==> src/rtl/controlador_bus_rtc.sv <==
// Bus master for the RTC multiplexed address/data bus.
// Runs one address phase and one data phase per request, then pulses listo.
module controlador_bus_rtc #(
  parameter int N_FASE = 10,
  parameter int N_SEP  = 5
) (
  input  logic       clk,
  input  logic       reset,
  input  logic       inicio,
  input  logic       escribir,
  input  logic [7:0] direccion,
  input  logic [7:0] dato_es,
  input  logic [7:0] ad_in,
  output logic [7:0] ad_out,
  output logic       ad_oe,
  output logic       cs_n,
  output logic       rd_n,
  output logic       wr_n,
  output logic       a_d,
  output logic [7:0] dato_leido,
  output logic       ocupado,
  output logic       listo
);

  localparam logic [7:0] FASE_M1 = 8'(N_FASE - 1);
  localparam logic [7:0] SEP_M1  = 8'(N_SEP - 1);

  typedef enum logic [2:0] {
    S_IDLE,
    S_DIR,
    S_SEP1,
    S_DATO,
    S_SEP2,
    S_LISTO
  } estado_t;

  estado_t     estado_q;
  logic [7:0]  cnt_q;
  logic        esc_q;
  logic [7:0]  dir_q;
  logic [7:0]  dat_q;
  logic [7:0]  ad_out_q;
  logic        ad_oe_q;
  logic        cs_n_q;
  logic        rd_n_q;
  logic        wr_n_q;
  logic        a_d_q;
  logic [7:0]  leido_q;
  logic        ocupado_q;
  logic        listo_q;

  // Phase sequencer; every bus pin is set on the edge entering its phase.
  always_ff @(posedge clk) begin
    if (!reset) begin
      estado_q  <= S_IDLE;
      cnt_q     <= 8'd0;
      esc_q     <= 1'b0;
      dir_q     <= 8'd0;
      dat_q     <= 8'd0;
      ad_out_q  <= 8'd0;
      ad_oe_q   <= 1'b0;
      cs_n_q    <= 1'b1;
      rd_n_q    <= 1'b1;
      wr_n_q    <= 1'b1;
      a_d_q     <= 1'b1;
      leido_q   <= 8'd0;
      ocupado_q <= 1'b0;
      listo_q   <= 1'b0;
    end else begin
      listo_q <= 1'b0;
      unique case (estado_q)
        S_IDLE: begin
          if (inicio) begin
            esc_q     <= escribir;
            dir_q     <= direccion;
            dat_q     <= dato_es;
            estado_q  <= S_DIR;
            cnt_q     <= FASE_M1;
            cs_n_q    <= 1'b0;
            wr_n_q    <= 1'b0;
            rd_n_q    <= 1'b1;
            a_d_q     <= 1'b0;
            ad_oe_q   <= 1'b1;
            ad_out_q  <= direccion;
            ocupado_q <= 1'b1;
          end
        end
        S_DIR: begin
          if (cnt_q == 8'd0) begin
            estado_q <= S_SEP1;
            cnt_q    <= SEP_M1;
            cs_n_q   <= 1'b1;
            wr_n_q   <= 1'b1;
          end else begin
            cnt_q <= cnt_q - 8'd1;
          end
        end
        S_SEP1: begin
          if (cnt_q == 8'd0) begin
            estado_q <= S_DATO;
            cnt_q    <= FASE_M1;
            cs_n_q   <= 1'b0;
            a_d_q    <= 1'b1;
            if (esc_q) begin
              wr_n_q   <= 1'b0;
              ad_out_q <= dat_q;
            end else begin
              rd_n_q   <= 1'b0;
              ad_oe_q  <= 1'b0;
              ad_out_q <= 8'd0;
            end
          end else begin
            cnt_q <= cnt_q - 8'd1;
          end
        end
        S_DATO: begin
          if (cnt_q == 8'd0) begin
            estado_q <= S_SEP2;
            cnt_q    <= SEP_M1;
            cs_n_q   <= 1'b1;
            wr_n_q   <= 1'b1;
            rd_n_q   <= 1'b1;
            if (!esc_q) begin
              leido_q <= ad_in;
            end
          end else begin
            cnt_q <= cnt_q - 8'd1;
          end
        end
        S_SEP2: begin
          if (cnt_q == 8'd0) begin
            estado_q <= S_LISTO;
            cnt_q    <= 8'd0;
            ad_oe_q  <= 1'b0;
            ad_out_q <= 8'd0;
            listo_q  <= 1'b1;
          end else begin
            cnt_q <= cnt_q - 8'd1;
          end
        end
        S_LISTO: begin
          estado_q  <= S_IDLE;
          ocupado_q <= 1'b0;
        end
        default: begin
          estado_q <= S_IDLE;
        end
      endcase
    end
  end

  assign ad_out     = ad_out_q;
  assign ad_oe      = ad_oe_q;
  assign cs_n       = cs_n_q;
  assign rd_n       = rd_n_q;
  assign wr_n       = wr_n_q;
  assign a_d        = a_d_q;
  assign dato_leido = leido_q;
  assign ocupado    = ocupado_q;
  assign listo      = listo_q;

endmodule

==> config.mk <==
export PLATFORM = sky130hd
export DESIGN_NAME = controlador_bus_rtc
export DESIGN_NICKNAME = d
export VERILOG_FILES = /design/src/rtl/controlador_bus_rtc.sv
export SDC_FILE = /design/constraint.sdc
export NUM_CORES = 1
export LEC_CHECK = 0
export CAP_MARGIN = 20
export CORE_MARGIN = 2
export CORE_UTILIZATION = 48
export DETAILED_ROUTE_END_ITERATION = 16
export PLACE_DENSITY = 0.79
export SLEW_MARGIN = 20
export SYNTH_ARGS = -nofsm -noshare
export SYNTH_HDL_FRONTEND = slang
export SYNTH_SLANG_ARGS = --single-unit
==> constraint.sdc <==
create_clock -name clk -period 2.4 [get_ports clk]
set_clock_uncertainty 0.1 [all_clocks]
set_input_delay 0.48 -clock clk [delete_from_list [all_inputs] [get_ports clk]]
set_output_delay 0.48 -clock clk [all_outputs]
set_load 0.05 [all_outputs]
* Word level (Yosys, flattened, before mapping) *
Cells that the tools add are included.
W data, S select, Z words.

storage, ports and cells
  bits in latches = 0
  ROM bits = 0
  bits of input ports = 28
  logic and storage cells = 80
  bits in writable memories = 0
  memories kept = 0
  bits in registers = 43

operators by class
  $lt $le $gt $ge = 0
  equal/unequal tests = 13
  mux-type cells = 31
  reductions and logical operators = 21
  shift operators = 0
  bitwise operators = 1
  $mul = 0
  divide/modulo/power cells = 0
  add/sub/neg operators = 1

operators by type and width
  kind                   number
  $mux W8                8
  $pmux W8 S4            1
  $pmux W8 S3            1
  $reduce_and A5 Y1      4
  $mux W3                5
  $pmux W3 S5            1
  $ne A2 B2 Y1 const B   7
  $pmux W1 S3            4
  $mux W1                9
  $reduce_bool A3 Y1     3
  $logic_not A8 Y1       1
  $reduce_and A2 Y1      4
  $reduce_and A4 Y1      2
  $sub A8 B1 Y8 const B  1
  $eq A3 B2 Y1 const B   2
  $eq A3 B3 Y1 const B   2
  $reduce_and A3 Y1      2
  $pmux W1 S2            2
  $reduce_bool A2 Y1     2
  $reduce_bool A4 Y1     1
  $eq A3 B1 Y1 const B   1
  $logic_not A3 Y1       1
  $ne A2 B1 Y1 const B   1
  $reduce_or A2 Y1       1
  $not A1 Y1             1

* Depth between registers and ports, before layout *
Gate-level depths: netlist of the first run.

  depth after elaboration = 4
  gate-level depth with buffers = 7
  gate-level depth less buffers = 6

* Worst setup path before layout of the first run *
Ideal clock, no wire load.

  path type = reg2reg
  from = reg cnt_q[0]
  to = reg leido_q[0] (netlist: dato_leido[0])
  data arrival time = 1554 ps
  cell stages (with the launch flop) = 7
  period minus slack after synthesis = 1781 ps
  path slack = 619 ps
  library setup time = 128 ps
  data required time = 2172 ps
  cell sequence = dfxtp_1 inv_1 ha_1 nor3b_2 nand4_2 mux2i_1 nor2_1

between the ends
  cells in the longest elaborated chain, start to end = 2

RTL lines
  item                                line  text
  from (decl)                         38    logic [7:0] cnt_q;
  from (signal assigned)              95    cnt_q <= cnt_q - 8'd1;
  from (signal assigned)              113   cnt_q <= cnt_q - 8'd1;
  from (signal assigned)              127   cnt_q <= cnt_q - 8'd1;
  $logic_not A8 Y1                    117   if (cnt_q == 8'd0) begin
  $reduce_and A3 Y1 (no source line)  -
  to (signal assigned)                124   leido_q <= ad_in;
  to (decl)                           48    logic [7:0] leido_q;

No other way between the ends.
A chain may end at the register's enable or synchronous reset.

* Worst setup path in the final report of the first run *
  from = reg cnt_q[0]
  to = reg ad_out_q[6] (netlist: ad_out[6])

between the ends
  cells in the longest elaborated chain, start to end = 3
  elaborated cells between the ends (all ways) = 4
  classes of those cells = eq/ne: 2; reduce/logical: 2

RTL lines
  item                                  line     text
  $logic_not A8 Y1 *                    99, 131
  $ne A2 B2 Y1 (no source line)         -
  $reduce_and A4 Y1 (no source line) *  -
  to (signal assigned)                  84       ad_out_q <= direccion;
  to (signal assigned)                  106      ad_out_q <= dat_q;
  to (decl)                             42       logic [7:0] ad_out_q;

Mark *: on every way between the ends. The rest lies on a longest branch, timed or not.

==> results by group, run 1 <==
Run status
  • Status: finished clean

Timing
  • Pins Over Slew Limit: 0
  • RSZ-0062 raised after global routing: false
  • F_max: 484 MHz
  • Final worst path period share: 86.1%
  • Final worst slack: 0.334 ns
  • Tmin final: 2.07 ns
  • Setup-failing EPs final: 0
  • Final hold vios: 0
  • Actual slew at the worst max-slew pin: 0.695 ns
  • TNS Setup: 0 ns
  • Relative slew margins: 53.5%

Clock tree
  • Root Buffer: clkbuf_8
  • CTS clk-pin slew, worst paths: 0.09 ns
  • CTS buffer count: 5
  • Htree depth: 2
  • Postcts setup bufs: 0
  • Clock tree buffer depth: 2
  • Post-CTS sizing: 0
  • Clk sinks: 43
  • Clock latency at the later pin of the worst-skew pair: 0.30 ns
  • CTS Hold Buffers Added: 0
  • CTS tree: done

Place
  • Quantity of I/O buffers inserted on ports: 50
  • Global placer's final weighted congestion: 0.834
  • HPWL Detailed: 3290 um
  • DP Worst Slack: 0.209 ns

Global routing
  • Vias in the first global route: 1,712
  • First-pass GRT wire length: 7690 um
  • Largest net degree at the start of global routing: 19
  • Initial antenna violation count: 0
  • Total gr overflow: 0
  • GRT Total Usage: 22.0%

Worst setup path
  • CP Launch Type: flip-flop
  • Critical path required time: 2.50 ns
  • Crit path max fanout: 17
  • CP Class: flip-flop to flip-flop
  • R2R depth: 5
  • Kind of end point of the critical path: flip-flop
  • Critical Path AT: 2.17 ns

Detailed routing
  • Final WL: 4600 um
  • Vias per cell: 5.39
  • Routed via count: 1,758
  • Post-route DRC: 0
  • Final ANT Viol Nets: 0
  • Initial drt markers: 135
  • Drt wl/cell: 14.1 um
  • First-pass DRT Iterations: 4

Synthesis
  • Synthesized Nets: 255
  • Mux cell area share after synthesis: 3.99%
  • Sequential area share after synthesis: 42.9%
  • EDFF count, synth: 0
  • Largest family of logic cells by synthesized area: simple AND/OR/NAND/NOR gates
  • Cell taking the most area after synthesis: dfxtp_1
  • Synth Area in Compound Gates: 17.4%
  • Synth Instances: 226
  • Area contributors post-synth: dfxtp_1 (43%), nand2_1 (4.5%), a21oi_1 (4.2%)
  • Adder-Cell Fraction of Synth Area: 0.624%
  • Post-synth ARST share: 0%
  • Ys flop type: dfxtp_1
  • Seq cells post-synth: 43
  • YS warnings: 0
  • Post-Syn Area: 2010 um^2
  • Simple-gate share of the synthesized area: 26.6%
  • Avg Cell Area, Syn: 8.87 um^2
  • Xor and xnor fraction of the mapped netlist area: 2.62%
  • Yosys top cell area share: 42.9%
  • Synth unique cells: 49

Final layout
  • Final core utilization: 66.3%
  • Fraction of layout cells with a size suffix above 1: 9.42%
  • Antenna diodes: 0
  • Area growth syn-to-layout: 32.3%
  • # nets final: 304

Floorplanning
  • Cell Rows: 23
  • Die area: 4710 um^2
  • Chip height: 68.6 um
  • Die Span X: 68.6 um
  • Top-level port count: 51
  • Initial core utilization: 50.1%
  • CORE AREA: 4000 um^2

Power
  • Psw: 1.50 mW
  • Clock group share of total power: 17.1%
  • Combinational fraction of design power: 50.1%
  • Internal: 1.91 mW
  • Leak: 1.08 nW
  • Power Density: 1290 nW/um^2
  • Sw Ratio: 44.1%
  • Sequential share of power: 32.7%
  • Peak VDD IR: 0.826 mV

Run
  • Max_cap viols: 0

Hold path
  • Worst Hold Depth: 2
  • HP Class: flip-flop to flip-flop
-- worst max-delay path: stages (launching register included) --
cell and delay (ns):
dfxtp_1 0.37, inv_1 0.08, ha_1 0.26, nor4b_4 0.44
a31oi_2 0.38, o31ai_1 0.34
-- stage by stage --
step | hold slack (ns) | cells | instance area (um^2) | total power, mW
2_1_floorplan | 0.332 | 226 | 2010 | 2.39
3_3_place_gp | 0.341 | 318 | 2530 | 2.80
3_5_place_dp | 0.343 | 318 | 2530 | 2.83
4_1_cts | 0.355 | 326 | 2650 | 3.41
5_1_grt | 0.394 | 326 | 2650 | 3.63
6_report | 0.355 | 326 | 2650 | 3.41
-- layer usage --
metal  up-vias  GRT usage, %  part of all wire, %
li1        899             -                    -
met1       802          28.2                   47
met2        52          34.3                   46
met3         5          7.47                  6.6
met4         0          8.25                  1.3
met5         -             0                    0
-- flip-flops by register name (all words and copies together) (netlist names) --
name	count
dato_leido	8
a_d	1
cs_n	1
ad_oe	1
rd_n	1
ad_out	8
cnt_q	8
listo	1
esc_q	1
dat_q	8
wr_n	1
estado_q	3
ocupado	1
-- cells by family after synthesis --
family / Yosys count
AND/OR/NAND/NOR: 96
AO/OA/AOI/OAI: 50
flip-flops: 43
buffers and inverters: 22
multiplexers: 8
XOR/XNOR: 6
adder cells (fa/ha/maj): 1
-- path summary, 6_finish.rpt --
path,from,endpoint,slack [ns]
max,cnt_q[0]$_SDFFE_PN0P_,ad_out[6]$_SDFFE_PN0P_,0.33
min,dat_q[5]$_SDFFE_PN0P_,dat_q[5]$_SDFFE_PN0P_,0.36
max reg2reg,cnt_q[0]$_SDFFE_PN0P_,ad_out[6]$_SDFFE_PN0P_,0.33
min reg2reg,dat_q[5]$_SDFFE_PN0P_,dat_q[5]$_SDFFE_PN0P_,0.36
-- power by group through the flow --
stage | logic [mW] | registers, mW | clock network (mW)
global route | 1.86 | 1.15 | 0.621
floorplan | 1.08 | 1.31 | 0
finish | 1.71 | 1.12 | 0.585
detailed placement | 1.69 | 1.13 | 0
CTS | 1.70 | 1.12 | 0.590
global placement | 1.67 | 1.13 | 0
-- cells in the final DEF, fill, tap and decap left out, types with 3 or more instances in the layout --
cell	synthesis	routed
clkbuf_8	0	6
nand2b_1	3	3
nand4_1	7	7
nand3_1	10	10
o21a_1	3	3
a21boi_0	5	5
inv_1	6	6
a21oi_1	17	17
buf_4	2	8
dfxtp_1	43	43
mux2i_1	8	8
xor2_1	5	5
nor2_1	21	21
nor3_1	4	4
clkdlybuf4s50_1	0	50
and3_1	9	9
o31ai_1	8	8
nor2b_1	4	4
nand2_1	24	24
-- synth_stat cells, types with 2 or more instances --
master and instances:
dfxtp_1 43, nand2_1 24, nor2_1 21, a21oi_1 17, nand3_1 10, and3_1 9, mux2i_1 8, o31ai_1 8
nand4_1 7, clkbuf_1 6, inv_1 6, a21boi_0 5, xor2_1 5, nor2b_1 4, nor3_1 4, buf_2 3
buf_6 3, nand2b_1 3, o21a_1 3, a211oi_1 2, a221oi_1 2, and2_1 2, buf_1 2, buf_4 2
nand3b_1 2, o211ai_1 2
-- final cells by class --
type	count	area, um^2
clock buffers	6	82.6
clock inverters	2	35.0
fillers	323	1350
inverters	6	22.5
multi-input cells	161	1030
flip-flops and latches	43	861
well taps	50	62.6
repair buffers	58	561
Power figures use the tool's default switching activity.
==> run 2, diff against run 1 <==
Settings changed: RECOVER_POWER set to 100, TNS_END_PERCENT set to 5.
==> results by group, run 2 (same netlist as run 1, synthesis figures left out) <==
Timing
  • Final worst path period share: 87.8% (+1.7 points)
  • Pins Over Slew Limit: 0 (unchanged)
  • Relative slew margins: 53.8% (+0.32 points)
  • F_max: 475 MHz (-1.9%)
  • Final hold vios: 0 (unchanged)
  • Final worst slack: 0.293 ns (-0.0407 ns)
  • Tmin final: 2.11 ns (+0.0407 ns)
  • TNS Setup: 0 ns (unchanged)
  • Setup-failing EPs final: 0 (unchanged)
  • RSZ-0062 raised after global routing: false
  • Actual slew at the worst max-slew pin: 0.690 ns (-0.00476 ns)

Floorplanning
  • Die area: 4710 um^2 (unchanged)
  • Die Span X: 68.6 um (unchanged)
  • Initial core utilization: 50.1% (unchanged)
  • Top-level port count: 51 (unchanged)
  • Chip height: 68.6 um (unchanged)
  • CORE AREA: 4000 um^2 (unchanged)
  • Cell Rows: 23 (unchanged)

Final layout
  • Most frequent cells in the layout: dfxtp_1 (43), clkdlybuf4s50_1 (27), nand2_1 (25)
  • # nets final: 304 (unchanged)
  • Layout fillers: 328 (+1.5%)
  • Fraction of layout cells with a size suffix above 1: 8.33% (-1.1 points)
  • Leading cell type in the layout, fill and taps excluded: dfxtp_1
  • Antenna diodes: 0 (unchanged)
  • Area growth syn-to-layout: 31.4%
  • Final core utilization: 65.9% (-0.41 points)
  • Post-Layout Cell Count: 326 (unchanged)

Power
  • Leak: 1.12 nW (+3.5%)
  • Peak VDD IR: 0.801 mV (-2.9%)
  • Power Density: 1270 nW/um^2 (-1.7%)
  • Total power: 3.34 mW (-2.3%)

Clock tree
  • Clock latency at the later pin of the worst-skew pair: 0.30 ns (about the same)
  • Post-CTS sizing: 0 (unchanged)
  • CTS tree: done
  • CTS clk-pin slew, worst paths: 0.08 ns (about the same)
  • Postcts setup bufs: 0 (unchanged)
  • CTS Hold Buffers Added: 0 (unchanged)
  • Htree depth: 2 (unchanged)
  • Clk sinks: 43 (unchanged)
  • Clock tree buffer depth: 2 (unchanged)
  • Root Buffer: clkbuf_8
  • CTS buffer count: 5 (unchanged)

Worst setup path
  • Critical path's slowest cell: dlygate4sd3_1
  • CP Class: flip-flop to output port
  • Critical path required time: 1.82 ns (-0.68 ns)
  • CP top delay family: buffers and inverters
  • CP Launch Type: flip-flop
  • Worst-path cell chain: dlygate4sd3_1
  • Critical Path AT: 1.53 ns (-0.64 ns)
  • Buf/Inv on CP: 1 (unchanged)
  • Kind of end point of the critical path: output port
  • CP peak stage delay: 0.88 ns (+0.44 ns)
  • Crit path max fanout: 3 (-14)

Detailed routing
  • Routed via count: 1,778 (+1.1%)
  • Initial drt markers: 128 (-5.2%)
  • Final ANT Viol Nets: 0 (unchanged)
  • Drt wl/cell: 14.2 um (+0.70%)
  • Post-route DRC: 0 (unchanged)
  • Vias per cell: 5.45 (+1.1%)
  • Final WL: 4630 um (+0.70%)
  • First-pass DRT Iterations: 5 (+1)

Run
  • Max_cap viols: 0 (unchanged)

Global routing
  • First-pass GRT wire length: 7690 um (unchanged)
  • Initial antenna violation count: 0 (unchanged)
  • Vias in the first global route: 1,712 (unchanged)
  • Total gr overflow: 0 (unchanged)
  • Largest net degree at the start of global routing: 19 (unchanged)
  • GRT Total Usage: 22.0% (unchanged)

Place
  • DP Worst Slack: 0.209 ns (unchanged)
  • Quantity of I/O buffers inserted on ports: 50 (unchanged)
  • HPWL Detailed: 3290 um (unchanged)
  • Inst Count DP: 318 (unchanged)
  • Global placer's final weighted congestion: 0.834 (unchanged)

Run status
  • Status: finished clean

Hold path
  • HP Class: flip-flop to flip-flop
run 2: cell count changes in the layout (fill, tap and decap cells not counted), sizes merged:
cell           before  now
buf                 8    7
dlygate4sd3         0   23
clkbuf              6    7
clkdlybuf4s50      50   27
run 2: stage by stage:
step,hold slack (ns),instance area (um^2)
finish,0.356,2640
global route,0.391,2640
CTS,0.355,2650
detailed placement,0.343,2530
global placement,0.341,2530
floorplan,0.332,2010
run 2: layout make-up:
| cell class | count | area [um^2] | share of cell area (%) |
|---|---|---|---|
| Sequential cell | 43 | 861 | 32.7 |
| Timing Repair Buffer | 58 | 557 | 21.1 |
| Clock inverter | 2 | 35.0 | 1.33 |
| Multi-Input combinational cell | 161 | 1020 | 38.5 |
| Inverter | 6 | 22.5 | 0.854 |
| Tap cell | 50 | 62.6 | 2.37 |
| Clock buffer | 6 | 82.6 | 3.13 |
run 2: power by group:
part	internal (mW)	switching, mW
registers	0.900	0.213
logic	0.621	1.02
clock network	0.337	0.246
run 2: final timing paths:
| check | start | endpoint | slack, ns | cells past startpoint |
|---|---|---|---|---|
| max reg2reg | cnt_q[0]$_SDFFE_PN0P_ | ad_out[6]$_SDFFE_PN0P_ | 0.33 | 5 |
| max | wr_n$_SDFFE_PN1P_ | wr_n | 0.29 | 1 |
| min reg2reg | dat_q[5]$_SDFFE_PN0P_ | dat_q[5]$_SDFFE_PN0P_ | 0.36 | 2 |
| min | dat_q[5]$_SDFFE_PN0P_ | dat_q[5]$_SDFFE_PN0P_ | 0.36 | 2 |
run 2: metal layers:
metal	vias to the layer above	share of wire, %	global-route usage (%)
met5	-	0	0
met4	0	1.3	8.25
met3	5	6.5	7.47
met2	51	46	34.3
met1	821	46	28.2
li1	901	-	-
